### src/rtl/fp_norm_sequencer.sv
// fp_norm_sequencer: post-add normalization controller.
// Carry right-shift or one-bit-per-cycle left shifts to 1.23 format.
module fp_norm_sequencer (
    input  logic        clk,
    input  logic        rst_n,
    input  logic        inValid,
    output logic        inReady,
    input  logic [25:0] fmInput,
    input  logic [7:0]  expInput,
    input  logic        ovSignal,
    output logic        outValid,
    input  logic        outReady,
    output logic [22:0] Man,
    output logic [7:0]  exp,
    output logic        overflow,
    output logic        underflow,
    output logic [4:0]  shiftCount
);

    typedef enum logic [1:0] {
        IDLE  = 2'd0,
        EVAL  = 2'd1,
        SHIFT = 2'd2,
        DONE  = 2'd3
    } state_t;

    state_t      state;
    state_t      state_nxt;
    logic [25:0] fm_reg;
    logic [7:0]  exp_reg;
    logic        ov_reg;
    logic [4:0]  cnt;

    logic [25:0] fm_sh;
    logic [7:0]  exp_dec;
    logic        eval_done;
    logic        shift_done;

    assign fm_sh   = {fm_reg[24:0], 1'b0};
    assign exp_dec = exp_reg - 8'd1;

    // EVAL finishes without shifting unless a nonzero cancelled
    // fraction with a nonzero exponent needs left shifts.
    assign eval_done = !ov_reg || fm_reg[24] || fm_reg[23] ||
                       (fm_reg[22:0] == 23'd0) || (exp_reg == 8'd0);

    // Stop shifting once the hidden bit is set or the exponent bottoms out.
    assign shift_done = fm_sh[23] || (exp_dec == 8'd0);

    assign inReady    = (state == IDLE);
    assign outValid   = (state == DONE);
    assign shiftCount = cnt;

    // State register.
    always_ff @(posedge clk or negedge rst_n) begin
        if (!rst_n) begin
            state <= IDLE;
        end else begin
            state <= state_nxt;
        end
    end

    // Next-state logic.
    always_comb begin
        state_nxt = state;
        unique case (state)
            IDLE:  if (inValid) state_nxt = EVAL;
            EVAL:  state_nxt = eval_done ? DONE : SHIFT;
            SHIFT: if (shift_done) state_nxt = DONE;
            DONE:  if (outReady) state_nxt = IDLE;
            default: state_nxt = IDLE;
        endcase
    end

    // Operand capture, EVAL decision and shift datapath; results
    // are only written on the way into DONE so they hold there.
    always_ff @(posedge clk or negedge rst_n) begin
        if (!rst_n) begin
            fm_reg    <= '0;
            exp_reg   <= '0;
            ov_reg    <= 1'b0;
            cnt       <= '0;
            Man       <= '0;
            exp       <= '0;
            overflow  <= 1'b0;
            underflow <= 1'b0;
        end else begin
            unique case (state)
                IDLE: begin
                    if (inValid) begin
                        fm_reg    <= fmInput;
                        exp_reg   <= expInput;
                        ov_reg    <= ovSignal;
                        cnt       <= '0;
                        overflow  <= 1'b0;
                        underflow <= 1'b0;
                    end
                end
                EVAL: begin
                    if (!ov_reg) begin
                        Man <= fm_reg[22:0];
                        exp <= exp_reg;
                    end else if (fm_reg[24]) begin
                        if (exp_reg >= 8'd254) begin
                            Man      <= '0;
                            exp      <= 8'd255;
                            overflow <= 1'b1;
                        end else begin
                            Man <= fm_reg[23:1];
                            exp <= exp_reg + 8'd1;
                        end
                    end else if (fm_reg[23]) begin
                        Man <= fm_reg[22:0];
                        exp <= exp_reg;
                    end else if (fm_reg[22:0] == 23'd0) begin
                        Man <= '0;
                        exp <= exp_reg;
                    end else if (exp_reg == 8'd0) begin
                        Man       <= fm_reg[22:0];
                        exp       <= exp_reg;
                        underflow <= 1'b1;
                    end
                end
                SHIFT: begin
                    fm_reg  <= fm_sh;
                    exp_reg <= exp_dec;
                    cnt     <= cnt + 5'd1;
                    if (shift_done) begin
                        Man <= fm_sh[22:0];
                        exp <= exp_dec;
                        if (!fm_sh[23]) underflow <= 1'b1;
                    end
                end
                DONE: begin
                end
                default: begin
                end
            endcase
        end
    end

endmodule

### config.mk
export PLATFORM = sky130hd
export DESIGN_NAME = fp_norm_sequencer
export DESIGN_NICKNAME = d
export VERILOG_FILES = /design/src/rtl/fp_norm_sequencer.sv
export SDC_FILE = /design/constraint.sdc
export NUM_CORES = 1
export LEC_CHECK = 0
export CAP_MARGIN = 20
export CORE_MARGIN = 4
export CORE_UTILIZATION = 53
export DETAILED_ROUTE_END_ITERATION = 8
export PLACE_DENSITY = 0.83
export SLEW_MARGIN = 20
export SYNTH_ARGS = -nofsm -noshare
export SYNTH_HDL_FRONTEND = slang
export SYNTH_SLANG_ARGS = --single-unit
### constraint.sdc
create_clock -name clk -period 3 [get_ports clk]
set_input_delay 0.6 -clock clk [delete_from_list [all_inputs] [get_ports clk]]
set_output_delay 0.6 -clock clk [all_outputs]
set_load 0.05 [all_outputs]
# Yosys cells after proc, flatten, opt, wreduce, memory -nomap -nowiden
# Index checks and enable logic that the tools add are counted.
# op_classes
n_eq_ne	15
n_div	0
add_sub_neg	3
order_cmp	1
bitwise_logic	0
shift	0
multipliers	0
mux	40
reduce_logical	20
# ops
cell	count
$mux W23	7
$mux W8	8
$pmux W25 S2	1
$pmux W23 S2	1
$pmux W8 S2	2
$mux W25	1
$logic_not A23 Y1	1
$ne A2 B2 Y1 const B	10
$logic_not A8 Y1	2
$mux W1	12
$pmux W5 S2	1
$reduce_and A9 Y1	1
$add A8 B1 Y8 const B	1
$ge A8 B8 Y1 const B	1
$pmux W2 S4	1
$sub A8 B1 Y8 const B	1
$mux W2	3
$ne A6 B6 Y1 const B	1
$reduce_and A3 Y1	2
$reduce_bool A2 Y1	3
$add A5 B1 Y5 const B	1
$logic_or A1 B1 Y1	5
$mux W5	1
$reduce_and A5 Y1	1
other kinds (9)	11
# totals
elab_cells	88
reg_bits	74
n_memories	0
ramBits	0
inputBits	39
latchBits	0
mem_bits_ro	0

# Longest topological paths before layout
# logic_depth
ltp_word	7
depth_mapped	9
depth_no_buf	7

# Worst setup path before layout
# No wires, ideal clock.
# synth_path
kind	register to register
from	reg exp_reg[0]
to	reg underflow
slack_ns	0.498
arrival_time_ns	2.378
required_ns	2.875
stages_incl_launch_ff	9
path_cell_list	dfrtp_1 clkbuf_2 inv_1 ha_1 nor3b_4 a21boi_2 o41ai_4 nor4b_1 mux2_2
# synth_via
elab_chain_len	5
elab_cells_between_ends	7
cone_classes	add/sub (1); eq/ne (2); reduce/logical (4)
# synth_rtl
element	line_no	rtl
from (decl)	30	logic [7:0] exp_reg;
from (signal assigned)	92	exp_reg <= expInput;
from (signal assigned)	126	exp_reg <= exp_dec;
$sub A8 B1 Y8	40	assign exp_dec = exp_reg - 8'd1;
$logic_not A8 Y1	48	assign shift_done = fm_sh[23] || (exp_dec == 8'd0);
$logic_or A1 B1 Y1	48	
$ne A2 B2 Y1 (no line)	--	
$reduce_and A9 Y1 (no line) *	--	
to (signal assigned)	86	underflow <= 1'b0;
to (signal assigned)	96	underflow <= 1'b0;
to (signal assigned)	121	underflow <= 1'b1;
to (decl)	16	output logic underflow,
# Every way passes the cells marked *; elsewhere a longest branch is shown, timed or not.
# A chain may end at the register's enable or synchronous reset.

# Final worst setup path
# layout_path
from	reg exp_reg[1]
to	reg underflow
# Same word-level chain as after synthesis.

==> qor.txt <==
Status - finished clean
Clock Path Buffers - 2
Crit path cell chain - inv_1, ha_1, nor3b_4, a21boi_2, o41ai_4, nor4b_1, mux2_2
Post-synth cell types - 54
Via density per instance - 6.10
CP Class - reg -> reg
Buf/Inv on CP - 1
DRT Pass-1 Iters - 6
Pwr/cell area - 1440 nW/um^2
Crit. End Element - register
Ys async rst share - 1.00
CP required - 3.23 ns
Synth area leader - dfrtp_1
Final setup fails - 0
Clock transition at path regs - 0.09 ns
Drt drc - 0
Inserted Diodes - 0
Initial Utilization - 0.548
Number of synthesized flops with an enable pin - 0
Tcrit/Tclk final - 0.883
Die height - 97.4 um
Remaining antenna violation count - 0
Layout cells sized above 1 - 0.141
Drt initial violations - 244
Rel. slew slack - 0.550
Vias in the first global route - 3,541
Initial antenna violation count - 0
Syn-to-layout area delta - 25.6%
Leakage - 0.00224 uW
Startpoint Class - register
Vias - 3,683
CTS tree - built
Setup Fix Bufs, Post-CTS - 0
Max Cap Viol - 0
Min-Delay Path Class - in -> async
Overflow after GRT - 0
Die X - 97.4 um
Gpl congestion - 0.841
H-tree depth - 3
Final worst slack - 0.352 ns
Average size of a mapped cell - 9.89 sq um
I/O Pins - 79
Synth Register Bits - 74
Yosys top cell area share - 0.438
Worst EP arrival - 2.88 ns
Root buf cell - clkbuf_8
Pins over their slew limit - 0
Clk sinks - 74
GRT Total Usage - 0.230
RSZ-0062 raised after global routing - false
Post-CTS Resized - 0
Crit path max-delay cell type - o41ai_4
Worst-Margin Slew - 0.676 ns
Worst skew pair latency - 0.35 ns
Register area share after synthesis - 0.438
CTS Hold Bufs - 0
Yosys Warn Count - 0
Top_reg_cell synth - dfrtp_1
Commonest non-fill, non-tap cell in the layout - clkdlybuf4s50_1
Detailed-route wire length - 10,700 um
Mapped Area - 4230 sq um
Synth top area cells - dfrtp_1 44%, mux2_4 11%, nand2_1 4.7%
Maximum vdd drop - 0.762 mV
Setup slack at placement - 0.334 ns
CP delay by family, top - compound AO/OA/AOI/OAI gates
Nets - 546
Row count - 32
Post-Synthesis Net Count - 477
Max FFs per register - 25
First-pass GRT wire length - 17,700 um
Die Area - 9480 sq um
Largest net degree at the start of global routing - 60
Commonest non-fill, non-tap cells in the layout - 76 x clkdlybuf4s50_1, 74 x dfrtp_1, 53 x nand2_1
DP HPWL - 7370 um
Setup tns final - 0 ns
WL per Instance - 17.7 um
Max incr delay on CP - 0.56 ns
Min Tclk post-route - 2.65 ns
TritonCTS Buffers - 9
Synth Instances - 428
Final hold vios - 0
Crit path max fanout - 8
Max Freq - 378 MHz
Clock skew - 0.0121 ns
Core Area - 7730 sq um
Design Power - 7670 uW
I/O Buffers - 77
## cell families after synthesis
logic type / count (synthesis) / share of synthesized area
and+or+nand+nor: 127 / 0.138
muxes: 38 / 0.126
AOI/OAI and AO/OA: 129 / 0.204
adders and majority gates: 10 / 0.0296
DFF: 74 / 0.438
xor gates and xnor gates: 12 / 0.0248
buffers and inverters: 38 / 0.0399
## final timing paths
kind / start / to / slack (ns) / cells past startpoint
min: rst_n / Man[19]$_DFFE_PN0P_ / 0.29 / 1
min reg2reg: exp[6]$_DFFE_PN0P_ / exp[6]$_DFFE_PN0P_ / 0.51 / 1
min in group clk: exp[6]$_DFFE_PN0P_ / exp[6]$_DFFE_PN0P_ / 0.51 / 1
max reg2reg: exp_reg[1]$_DFFE_PN0P_ / underflow$_DFFE_PN0P_ / 0.35 / 7
max: exp_reg[1]$_DFFE_PN0P_ / underflow$_DFFE_PN0P_ / 0.35 / 7
max in group asynchronous: rst_n / fm_reg[2]$_DFFE_PN0P_ / 2.04 / 2
## per-stage QoR
step                 util  instance area [sq um]  cells  hold WS [ns]
CTS                 0.688                   5310    604         0.293
floorplan               -                   4230    428         0.304
global placement    0.661                   5110    588         0.496
finish              0.688                   5310    604         0.289
global route        0.688                   5310    604         0.333
detailed placement  0.661                   5110    588         0.493
## cells in the mapped netlist (2+ instances only)
cell type   n
a211oi_1    2
a21o_1      2
a21oi_1    16
a22oi_1    25
a31oi_1    25
and2_1      2
and4_1      2
buf_2       2
buf_6       3
clkbuf_1   25
dfrtp_1    74
ha_1       10
inv_1       6
mux2_2      3
mux2_4     30
mux2i_1     5
nand2_1    53
nand3_1     6
nand4_1     6
nor2_1     39
nor3_1      2
nor4_1      5
o211a_1     2
o21ai_0    32
o21ai_1     2
o22a_1      4
o22ai_1     6
o31ai_1     2
or3_1       2
xnor2_1     4
xor2_1      8
## power by group
group / total, uW / internal [uW] / switching (uW) / leakage [uW]
Sequential: 2070 / 1510 / 564 / 0.000843
Combinational: 4810 / 2140 / 2670 / 0.00129
Clock: 793 / 408 / 385 / 0.000103
## area by class of cell
class | instances | area [sq um]
clock buffers | 10 | 138
clock inverters | 6 | 65.1
fillers | 582 | 2410
inverters | 7 | 26.3
multi-input cells | 316 | 2220
flip-flops and latches | 74 | 1850
well taps | 102 | 128
repair buffers | 89 | 881
## metal layers
layer | wire length, um | track usage
met5 | 0 | 0
met4 | 149 | 0.0660
met3 | 781 | 0.0395
met2 | 5170 | 0.368
met1 | 4590 | 0.324
(Power assumes the default switching activity.)
